## config.mk

```make
export PLATFORM = sky130hd
export DESIGN_NAME = ram_fifo_ctrl
export DESIGN_NICKNAME = d
export VERILOG_FILES = /design/src/rtl/ram_fifo_ctrl.sv
export SDC_FILE = /design/constraint.sdc
export NUM_CORES = 1
export LEC_CHECK = 0
export CAP_MARGIN = 15
export CORE_MARGIN = 3
export CORE_UTILIZATION = 57
export DETAILED_ROUTE_END_ITERATION = 8
export DONT_BUFFER_PORTS = 1
export HOLD_SLACK_MARGIN = 0.05
export PLACE_DENSITY = 0.72
export SYNTH_ARGS = -nofsm -noshare
export SYNTH_HDL_FRONTEND = slang
export SYNTH_SLANG_ARGS = --single-unit
```

## constraint.sdc

```tcl
create_clock -name clk -period 8.5 [get_ports clk]
set_input_delay 1.275 -clock clk [delete_from_list [all_inputs] [get_ports clk]]
set_output_delay 1.275 -clock clk [all_outputs]
set_load 0.05 [all_outputs]
```

## src/rtl/ram_fifo_ctrl.sv

```systemverilog
// Valid/ready FIFO controller wrapped around a single-port 16x16 RAM with a registered output stage.
// Optional synchronous flush port enabled by defining RAM_FIFO_FLUSH_EN.
module ram_fifo_ctrl #(
   parameter int ADSize  = 4,
   parameter int DASize  = 16,
   parameter int RAMSize = 16
) (
   input  logic              clk,
   input  logic              rst,
`ifdef RAM_FIFO_FLUSH_EN
   input  logic              flush,
`endif
   input  logic              in_valid,
   output logic              in_ready,
   input  logic [DASize-1:0] in_data,
   output logic              out_valid,
   input  logic              out_ready,
   output logic [DASize-1:0] out_data,
   output logic [ADSize:0]   count,
   output logic              en_read,
   output logic              en_write,
   output logic [ADSize-1:0] addr,
   output logic [DASize-1:0] DMin,
   input  logic [DASize-1:0] DMout
);

   localparam logic [ADSize:0]   FULL_COUNT = (ADSize+1)'(RAMSize);
   localparam logic [ADSize-1:0] PTR_ONE    = ADSize'(1);
   localparam logic [ADSize:0]   CNT_ONE    = (ADSize+1)'(1);

   logic [ADSize-1:0] wr_ptr_reg;
   logic [ADSize-1:0] rd_ptr_reg;
   logic [ADSize:0]   count_reg;
   logic              rd_pend_reg;
   logic              out_valid_reg;
   logic [DASize-1:0] out_data_reg;

   logic flush_w;
   logic want_rd;
   logic wr_fire;

`ifdef RAM_FIFO_FLUSH_EN
   assign flush_w = flush;
`else
   assign flush_w = 1'b0;
`endif

   // A read is only started when the output stage and the return slot are both free.
   assign want_rd  = (count_reg != '0) && !rd_pend_reg && !out_valid_reg;
   assign in_ready = !rst && !flush_w && (count_reg != FULL_COUNT) && !want_rd;
   assign wr_fire  = in_valid && in_ready;

   assign en_read  = want_rd;
   assign en_write = wr_fire;
   assign addr     = want_rd ? rd_ptr_reg : wr_ptr_reg;
   assign DMin     = rst ? '0 : in_data;

   assign count     = count_reg;
   assign out_valid = out_valid_reg;
   assign out_data  = out_data_reg;

   always_ff @(posedge clk or posedge rst) begin
      if (rst) begin
         wr_ptr_reg    <= '0;
         rd_ptr_reg    <= '0;
         count_reg     <= '0;
         rd_pend_reg   <= 1'b0;
         out_valid_reg <= 1'b0;
         out_data_reg  <= '0;
      end else if (flush_w) begin
         wr_ptr_reg    <= '0;
         rd_ptr_reg    <= '0;
         count_reg     <= '0;
         rd_pend_reg   <= 1'b0;
         out_valid_reg <= 1'b0;
      end else begin
         // Port is exclusive, so count moves by at most one per cycle.
         if (want_rd) begin
            rd_ptr_reg  <= rd_ptr_reg + PTR_ONE;
            count_reg   <= count_reg - CNT_ONE;
            rd_pend_reg <= 1'b1;
         end else if (wr_fire) begin
            wr_ptr_reg  <= wr_ptr_reg + PTR_ONE;
            count_reg   <= count_reg + CNT_ONE;
         end

         if (rd_pend_reg) begin
            out_data_reg  <= DMout;
            out_valid_reg <= 1'b1;
            rd_pend_reg   <= 1'b0;
         end else if (out_valid_reg && out_ready) begin
            out_valid_reg <= 1'b0;
         end
      end
   end

endmodule

```

==> parameters.txt, run 1 <==
Parameter                              Value

Global routing
  Overall track demand over capacity in global routing ... between 10% and 20%
  Number of antenna violations at the first check in global routing ... 0
  Global-route met3 utilization ... 7.99%
  GRT met2 Usage ... between 30% and 40%
  Via count of the first global-routing pass ... around 1100
  Wire length of the first global-routing pass ... between 5000 and 6000 µm
  Grt ovf ... 0
  Peak-usage layer in the global routing report ... met2
  Pin count of the biggest net entering global routing ... 33
  Global routing usage on met1 ... roughly 22%

STA
  Final count of negative-setup-slack endpoints ... 0
  Setup TNS ... 0 ns
  Worst clock skew ... between 0.009 and 0.01 ns
  Unrepaired setup endpoints after global routing ... no
  Number of endpoints with negative hold slack in the final report ... 0
  Rel. slew slack ... approximately a third
  Period utilisation layout ... a little under half
  Max-slew violation count ... 0
  Worst slew pin tran ... about 0.98 ns
  Achievable Freq ... 0.256 GHz
  Final critical path time including I/O delays and setup ... slightly below 4 ns
  Worst path setup slack after routing ... between 4 and 5 ns

Place
  Total placed instance area ... between 1500 and 2000 µm²
  Pre-CTS setup slack ... 4.95 ns
  HPWL after DPL ... approximately 2400 µm
  Global placement routability congestion ... 0.966
  Number of I/O port buffers ... 0

Run status
  Status ... finished clean

CTS
  Maximum level of the CTS H-tree ... 2
  Count of instances resized after the clock tree is built ... 0
  TritonCTS clock tree ... yes
  Buffer type at the clock tree root ... clkbuf_4
  Reg clk slew, reported paths ... about 0.1 ns
  TritonCTS Buffers ... 5
  Number of hold buffers added after cts ... 0
  Post-CTS Setup Inserts ... 0
  Worst-Skew Late Latency ... around 0.32 ns
  Total clock sinks ... 31
  CTS max path bufs ... 2

Yosys
  Post-synthesis compound-gate area fraction ... ~7.0%
  Netlist area before placement ... roughly 1600 µm²
  Post-synthesis share of cell area spent on xor and xnor gates ... under 10%
  Dominant synthesized flop cell ... dfrtp_1
  Share of the synthesized area in the top cell type ... a little under half
  Number of warnings reported in the yosys synthesis log ... 0
  Part of the Yosys area used for sequential elements ... between 40% and 50%
  Unique cell type count in the Yosys netlist ... 40
  Avg Cell Area, Syn ... about 11 µm²
  Count of state elements after synthesis ... 31
  Number of instances in the synthesized netlist ... ~150
  Number of enable-type register cells in the synthesized netlist ... 0
  Net count after synthesis ... around 190
  Main combinational cell family by area after synthesis ... simple AND/OR/NAND/NOR gates
  Post-Synth Adder-Cell Area ... approximately 5.0%
  Mux share of post-synthesis cell area ... approximately 14%
  Cell type with the highest aggregate area in the netlist ... dfrtp_1
  Async set or reset register ratio after synthesis ... between 90% and 100%
  Ranking of synthesized cells by area ... dfrtp_1, mux2_2, nor2b_1, nand2_1, ha_1
  Area fraction in and, or, nand and nor cells after synthesis ... a little under a fifth

Cells and area
  Diode count ... 0
  Fraction of final layout cells with drive strength greater than 1 ... 23.0%
  Most common cell after layout, fill and taps aside ... dfrtp_1
  Area used by sequential logic in the layout ... 776 µm²
  Area of combinational cells with multiple inputs ... about 820 µm²
  Count of filler cells inserted in the layout ... between 200 and 250
  Post-layout instance area ... about 1700 µm²
  Area growth from synthesis to layout ... 6.17%
  Number of flip-flops under the largest register name ... 16
  Commonest cells after routing, fill and taps aside ... dfrtp_1, nand2_1, mux2_2, nor2b_1, xnor2_1
  Layout net count ... roughly 190

Worst setup path
  Reg2Reg Setup Slack ... between 5 and 6 ns
  Arrival time worst endpoint ... around 2.6 ns
  Classification of the worst setup path ... register to output pin
  Worst Path Required ... about 7.2 ns
  CP Launch Type ... register
  Worst Path Max Fanout ... 14
  CP endpoint kind ... output pin

Min path
  Worst min-delay path category ... register to register

Route
  DRC ... 0
  Total number of vias ... 1112
  Average wire per cell in the routed design ... 17.9 µm
  Via density ... about 6
  First-pass iteration count of the detailed router ... 4
  Routed Antenna Nets ... 0
  DRT Wirelength ... 3250 µm
  Number of DRC violations after detailed-routing iteration 0 ... 41

Die
  Core footprint ... between 2000 and 3000 µm²
  Vertical die dimension ... between 50 and 60 µm
  Die boundary width ... about 60 µm
  I/O Pins ... 81
  Die area ... between 3000 and 4000 µm²
  Row count ... 18
  Effective utilization at floorplan ... between 60 and 70%

Flow run
  Max Cap Viol ... 0
-- cell usage after synthesis (2+ instances only) --
cell type,n
mux2_2,16
buf_1,2
and3_1,2
inv_1,2
nand2_1,19
mux2i_1,2
clkbuf_1,3
and2_1,2
xnor2_1,7
a21o_1,3
a211oi_1,2
or3_1,3
nor2b_1,16
nor4_1,2
dfrtp_1,31
a21oi_1,4
nand3_1,3
inv_2,3
nor3_1,2
ha_1,5
-- cell type report --
cell class | count | share of cell area, %
multi-input cells | 107 | 46.9
flip-flops and latches | 31 | 44.5
clock buffers | 6 | 2.94
well taps | 30 | 2.15
clock inverters | 2 | 2.01
inverters | 5 | 1.08
repair buffers | 1 | 0.430
-- path summary, 6_finish.rpt --
kind                          startpoint             to  cells past startpoint
max                             count[2]        addr[1]                      5
min                        rd_ptr_reg[3]  rd_ptr_reg[3]                      1
max reg2reg                     count[2]       count[4]                      8
min reg2reg                rd_ptr_reg[3]  rd_ptr_reg[3]                      1
max in group asynchronous            rst   out_data[11]                      2
min in group asynchronous            rst  rd_ptr_reg[2]                      2
-- stage by stage --
stage	utilization, %	cells	hold slack [ns]
final	66.8	182	0.481
after global routing	66.8	182	0.494
after CTS	66.8	182	0.481
after detailed placement	63.5	174	0.463
after global placement	63.5	174	0.462
after floorplan	-	149	0.445
-- logic make-up after synthesis --
kind of cell               count (synthesis)
AOI/OAI and AO/OA                         16
and+or+nand+nor                           57
muxes                                     20
DFF                                       31
buffers and inverters                     11
adders and majority gates                  6
xor gates and xnor gates                   8
-- layer usage --
metal / vias to the layer above / share of wire [%]
met2: 89 / 48
met1: 506 / 40
met3: 4 / 11
met4: 0 / 1.4
met5: - / 0
li1: 513 / -
-- critical path, stage by stage (launching register included) --
cell,delay (ns)
dfrtp_1,0.62
or4_4,0.70
o21ai_4,0.27
inv_2,0.27
nand2_1,0.14
nand2_1,0.31
Power of run 1 is left out: the tool's default activity adds up to more than one toggle a clock period on the data nets, which glitch-free logic cannot reach.
==> run 2, diff against run 1 <==
--- a/config.mk
+++ b/config.mk
@@ -5,13 +5,14 @@
 export SDC_FILE = /design/constraint.sdc
 export NUM_CORES = 1
 export LEC_CHECK = 0
+export ABC_AREA = 1
 export CAP_MARGIN = 15
 export CORE_MARGIN = 3
-export CORE_UTILIZATION = 57
+export CORE_UTILIZATION = 56
 export DETAILED_ROUTE_END_ITERATION = 8
 export DONT_BUFFER_PORTS = 1
 export HOLD_SLACK_MARGIN = 0.05
-export PLACE_DENSITY = 0.72
+export PLACE_DENSITY = 0.74
 export SYNTH_ARGS = -nofsm -noshare
 export SYNTH_HDL_FRONTEND = slang
 export SYNTH_SLANG_ARGS = --single-unit
==> constraint.sdc (replaced) <==
create_clock -name clk -period 3.2 [get_ports clk]
set_input_delay 0.48 -clock clk [delete_from_list [all_inputs] [get_ports clk]]
set_output_delay 0.48 -clock clk [all_outputs]
set_load 0.05 [all_outputs]
==> run 2 against run 1 <==
- non-clock buffer count up 3
- first-iteration DRC count down 20%
- hold slack worse by 0.28 ns
- count of clock-buffer cells in the layout up 1
- synthesized cell count up 36%
- critical path type unchanged
==> parameters.txt, run 2 <==
Parameter                              Value

Yosys
  Number of enable-type register cells in the synthesized netlist ... 0
  Net count after synthesis ... ~250
  Post-synthesis share of cell area spent on xor and xnor gates ... under 10%
  Post-Synth Adder-Cell Area ... between 5 and 6%
  Netlist area before placement ... about 1600 µm²
  Most repeated cell in the gate-level netlist after synthesis ... nand2_1
  Number of warnings reported in the yosys synthesis log ... 0
  Ranking of synthesized cells by area ... dfrtp_1, nand2_1, inv_1, nor2_1, ha_1
  Part of the Yosys area used for sequential elements ... a little under half
  Dominant synthesized flop cell ... dfrtp_1
  Async set or reset register ratio after synthesis ... 100%
  Unique cell type count in the Yosys netlist ... 25
  Number of instances in the synthesized netlist ... roughly 200
  Avg Cell Area, Syn ... 8.05 µm²
  Post-synthesis compound-gate area fraction ... under 10%
  Mux share of post-synthesis cell area ... 0%
  Main combinational cell family by area after synthesis ... simple AND/OR/NAND/NOR gates
  Commonest cells in the synthesized netlist ... nand2_1, dfrtp_1, inv_1, nor2_1, nand3_1
  Share of the synthesized area in the top cell type ... ~47%
  Count of state elements after synthesis ... 31
  Area fraction in and, or, nand and nor cells after synthesis ... about 30%
  Cell type with the highest aggregate area in the netlist ... dfrtp_1

Worst setup path
  Worst Path Required ... roughly 2.7 ns
  CP endpoint kind ... output pin
  CP Launch Type ... register
  Classification of the worst setup path ... register to output pin
  Worst Path Max Fanout ... 13
  Reg2Reg Setup Slack ... ~0.78 ns
  Arrival time worst endpoint ... about 2.2 ns

Die
  Effective utilization at floorplan ... a little over three fifths
  Die boundary width ... approximately 60 µm
  Die area ... roughly 3600 µm²
  Vertical die dimension ... roughly 60 µm
  I/O Pins ... 81
  Row count ... 18
  Core footprint ... 2610 µm²

Route
  DRC ... 0
  Total number of vias ... about 1200
  Via density ... slightly above 5
  Routed Antenna Nets ... 0
  Number of DRC violations after detailed-routing iteration 0 ... 33
  First-pass iteration count of the detailed router ... 5
  DRT Wirelength ... about 3300 µm
  Average wire per cell in the routed design ... around 14 µm

STA
  Worst clock skew ... 0.00429 ns
  Rel. slew slack ... 38.7%
  Final count of negative-setup-slack endpoints ... 0
  Number of endpoints with negative hold slack in the final report ... 0
  Unrepaired setup endpoints after global routing ... no
  Worst hold-check slack ... around 0.2 ns
  Final critical path time including I/O delays and setup ... roughly 2.7 ns
  Worst slew pin tran ... about 0.92 ns
  Max-slew violation count ... 0
  Achievable Freq ... between 0.3 and 0.4 GHz
  Setup TNS ... 0 ns
  Period utilisation layout ... between 80% and 90%
  Worst path setup slack after routing ... 0.497 ns

Global routing
  Grt ovf ... 0
  Number of antenna violations at the first check in global routing ... 0
  Overall track demand over capacity in global routing ... between 20% and 30%
  Wire length of the first global-routing pass ... about 5600 µm
  Via count of the first global-routing pass ... about 1200
  Pin count of the biggest net entering global routing ... 32

Cells and area
  Number of flip-flops under the largest register name ... 16
  Area used by sequential logic in the layout ... approximately 780 µm²
  Commonest cells after routing, fill and taps aside ... nand2_1, dfrtp_1, inv_1
  Area of combinational cells with multiple inputs ... between 700 and 800 µm²
  Fraction of final layout cells with drive strength greater than 1 ... roughly an eighth
  Area growth from synthesis to layout ... 6.51%
  Diode count ... 0
  Layout net count ... 250
  Count of filler cells inserted in the layout ... 220
  Most common cell after layout, fill and taps aside ... nand2_1

Min path
  Worst min-delay path category ... input pin to asynchronous set/reset pin

CTS
  Reg clk slew, reported paths ... approximately 0.1 ns
  CTS max path bufs ... 2
  TritonCTS Buffers ... 5
  TritonCTS clock tree ... yes
  Worst-Skew Late Latency ... approximately 0.32 ns
  Post-CTS Setup Inserts ... 0
  Buffer type at the clock tree root ... clkbuf_4
  Count of instances resized after the clock tree is built ... 0
  Maximum level of the CTS H-tree ... 2
  Number of hold buffers added after cts ... 0
  Total clock sinks ... 31

Place
  Number of I/O port buffers ... 0
  Pre-CTS setup slack ... slightly below 0.8 ns
  HPWL after DPL ... 2520 µm
  Global placement routability congestion ... approximately 0.85

Run status
  Status ... finished clean

Flow run
  Max Cap Viol ... 0
[run 2: changes by cell type after synthesis, moves of 4 or more]
cell	previous run	this run
nand2_1	19	76
o21ai_0	1	5
mux2_2	16	0
inv_1	2	27
xor2_1	1	5
nor2_1	1	19
nor2b_1	16	0
[run 2: layout make-up]
cell class,count,area share [%]
Sequential cell,31,44.6
Clock inverter,1,0.431
Timing Repair Buffer,4,1.73
Inverter,30,6.61
Multi-Input combinational cell,136,40.8
Clock buffer,7,3.74
Tap cell,30,2.16
[run 2: final timing paths]
check	start	to	cells after the start
setup / recovery	count[1]	en_write	7
hold / removal	rst	rd_ptr_reg[3]	2
setup reg to reg	count[1]	count[4]	13
hold reg to reg	rd_ptr_reg[3]	rd_ptr_reg[3]	1
max in group asynchronous	rst	out_data[4]	2
min in group clk	out_ready	out_valid	1
[run 2: cells by family (layout without fill, tap and decap cells)]
logic type | count (synthesis) | after routing
buffers and inverters | 36 | 42
XOR/XNOR | 9 | 9
AO/OA/AOI/OAI | 10 | 10
adder cells (fa/ha/maj) | 6 | 6
AND/OR/NAND/NOR | 111 | 111
flip-flops | 31 | 31
[run 2: routing by layer]
metal / share of wire [%] / GRT usage [%] / vias up
met1: 41 / 24.2 / 550
met5: 0 / 0 / -
met2: 50 / 34.3 / 44
met3: 7.9 / 10.2 / 2
met4: 0.45 / 7.91 / 0
li1: - / - / 609
[run 2: critical path, cell delays in order, from the launching register on]
cell     delay, ns
dfrtp_1       0.62
nor2_2        0.23
nand3_2       0.11
nand2_4       0.17
inv_4         0.16
nor2_8        0.24
nand2_4       0.12
inv_2         0.24
[run 2: per-stage QoR]
step                      util (%)  instances  area (µm²)
after floorplan                  -        203        1630
after global placement        63.8        231        1670
after detailed placement      63.8        231        1670
after CTS                     66.6        239        1740
after global routing          66.6        239        1740
final                         66.6        239        1740
Power of run 2 is left out for the same reason.
==> run 3, diff against run 2 <==
--- a/config.mk
+++ b/config.mk
@@ -8,11 +8,11 @@
 export ABC_AREA = 1
 export CAP_MARGIN = 15
 export CORE_MARGIN = 3
-export CORE_UTILIZATION = 56
+export CORE_UTILIZATION = 57
 export DETAILED_ROUTE_END_ITERATION = 8
 export DONT_BUFFER_PORTS = 1
 export HOLD_SLACK_MARGIN = 0.05
-export PLACE_DENSITY = 0.74
+export PLACE_DENSITY = 0.72
 export SYNTH_ARGS = -nofsm -noshare
 export SYNTH_HDL_FRONTEND = slang
 export SYNTH_SLANG_ARGS = --single-unit
==> constraint.sdc (replaced) <==
create_clock -name clk -period 2.5 [get_ports clk]
set_input_delay 0.375 -clock clk [delete_from_list [all_inputs] [get_ports clk]]
set_output_delay 0.375 -clock clk [all_outputs]
set_load 0.05 [all_outputs]
==> run 3 against run 2 <==
- final cell count rose by 9.6%
- count of clock-buffer cells in the layout fell by 1
- wire length rose by 2.4%
- sequential share of layout area fell by 4.3 points
- critical path depth rose by 6
==> parameters.txt, run 3 (same netlist as run 2, synthesis figures left out) <==
Parameter                              Value

Run status
  Status ... finished clean

Cells and area
  Number of flip-flops under the largest register name ... 16
  Most common cell after layout, fill and taps aside ... nand2_1
  Non-filler instance count after layout ... 262
  Area growth from synthesis to layout ... 17.9%
  Diode count ... 0
  Layout net count ... approximately 270
  Fraction of final layout cells with drive strength greater than 1 ... between 20% and 30%
  Count of filler cells inserted in the layout ... between 150 and 200
  Commonest cells after routing, fill and taps aside ... nand2_1, dfrtp_1, inv_1, buf_4, nor2_1

Worst setup path
  Arrival time worst endpoint ... 2.38 ns
  CP Launch Type ... register
  Worst Path Required ... 2.72 ns
  Classification of the worst setup path ... register to register
  CP endpoint kind ... register
  Number of cells on the worst reg-to-reg path ... 13
  Worst Path Max Fanout ... 13

Die
  I/O Pins ... between 80 and 90
  Core footprint ... between 2000 and 3000 µm²
  Row count ... 18
  Die area ... about 3500 µm²
  Vertical die dimension ... 59.5 µm
  Die boundary width ... between 50 and 60 µm
  Effective utilization at floorplan ... a little over three fifths

CTS
  TritonCTS Buffers ... 5
  Number of hold buffers added after cts ... 0
  Post-CTS Setup Inserts ... 0
  Count of instances resized after the clock tree is built ... 0
  Worst-Skew Late Latency ... around 0.32 ns
  CTS max path bufs ... 2
  Buffer type at the clock tree root ... clkbuf_4
  TritonCTS clock tree ... yes
  Maximum level of the CTS H-tree ... 2
  Reg clk slew, reported paths ... around 0.1 ns
  Total clock sinks ... 31

Route
  Routed Antenna Nets ... 0
  Total number of vias ... 1299
  Number of DRC violations after detailed-routing iteration 0 ... 45
  First-pass iteration count of the detailed router ... 4
  DRC ... 0
  Via density ... approximately 5.0
  DRT Wirelength ... approximately 3400 µm
  Average wire per cell in the routed design ... around 13 µm

Global routing
  Grt ovf ... 0
  Number of antenna violations at the first check in global routing ... 0
  Via count of the first global-routing pass ... 1293
  Wire length of the first global-routing pass ... between 5000 and 6000 µm
  Overall track demand over capacity in global routing ... roughly 22%
  Pin count of the biggest net entering global routing ... 32

Place
  Global placement routability congestion ... ~0.74
  Placed cell count ... around 250
  HPWL after DPL ... 2670 µm
  Number of I/O port buffers ... 0

STA
  Period utilisation layout ... about 86%
  Max-slew violation count ... 0
  Rel. slew slack ... between 60% and 70%
  Number of endpoints with negative hold slack in the final report ... 0
  Worst hold-check slack ... just under 0.09 ns
  Final count of negative-setup-slack endpoints ... 0
  Achievable Freq ... 0.462 GHz
  Unrepaired setup endpoints after global routing ... no
  Final critical path time including I/O delays and setup ... ~2.2 ns
  Worst slew pin tran ... approximately 0.5 ns
  Worst clock skew ... between 0.01 and 0.015 ns

Min path
  Worst min-delay path category ... input pin to asynchronous set/reset pin

Flow run
  Max Cap Viol ... 0
## run 3: cell count changes in the layout (fill, tap and decap cells not counted), sizes merged
cell      delta
bufinv       +1
buf         +23
clkinvlp     -1
clkinv       +1
clkbuf       -1
## run 3: stage by stage
step | worst slack (ns) | TNS [ns] | util, % | cell area (µm²)
finish | 0.338 | 0 | 74.4 | 1930
global route | 0.206 | 0 | 74.4 | 1930
CTS | 0.332 | 0 | 74.4 | 1930
detailed placement | 0.405 | 0 | 71.1 | 1840
global placement | 0.470 | 0 | 71.1 | 1840
floorplan | -0.110 | -0.220 | - | 1630
## run 3: cell type report
class	instances	area, µm²	area share (%)
multi-input combinational	136	709	36.8
inverter	30	115	5.97
clock buffer	6	51.3	2.66
tap	30	37.5	1.95
clock inverter	2	35.0	1.82
sequential	31	776	40.3
timing repair buffer	27	203	10.5
## run 3: path summary, 6_finish.rpt
kind | start | to | slack [ns]
max | count[2] | count[4] | 0.34
min | rst | rd_pend_reg | 0.09
max reg2reg | count[2] | count[4] | 0.34
min reg2reg | rd_ptr_reg[3] | rd_ptr_reg[3] | 0.48
max in group asynchronous | rst | out_data[10] | 2.13
min in group clk | out_ready | out_valid | 0.16
## run 3: critical path: stages (launching register included)
cell and delay [ns]:
dfrtp_1 0.40, nor2_2 0.16, nand3_2 0.11, nand2_4 0.17
inv_4 0.15, fa_1 0.43, a21oi_1 0.16, nor2_1 0.05
nor2_1 0.13, inv_1 0.06, nand2_1 0.08, nand2_1 0.05
nand2_1 0.07, nand2_1 0.05
## run 3: layer usage
layer	vias to the layer above	wire length (µm)	global-route usage, %
li1	657	-	-
met1	586	1300	25.6
met2	52	1760	35.9
met3	4	293	6.32
met4	0	34	9.81
met5	-	0	0
Power of run 3 is left out for the same reason.
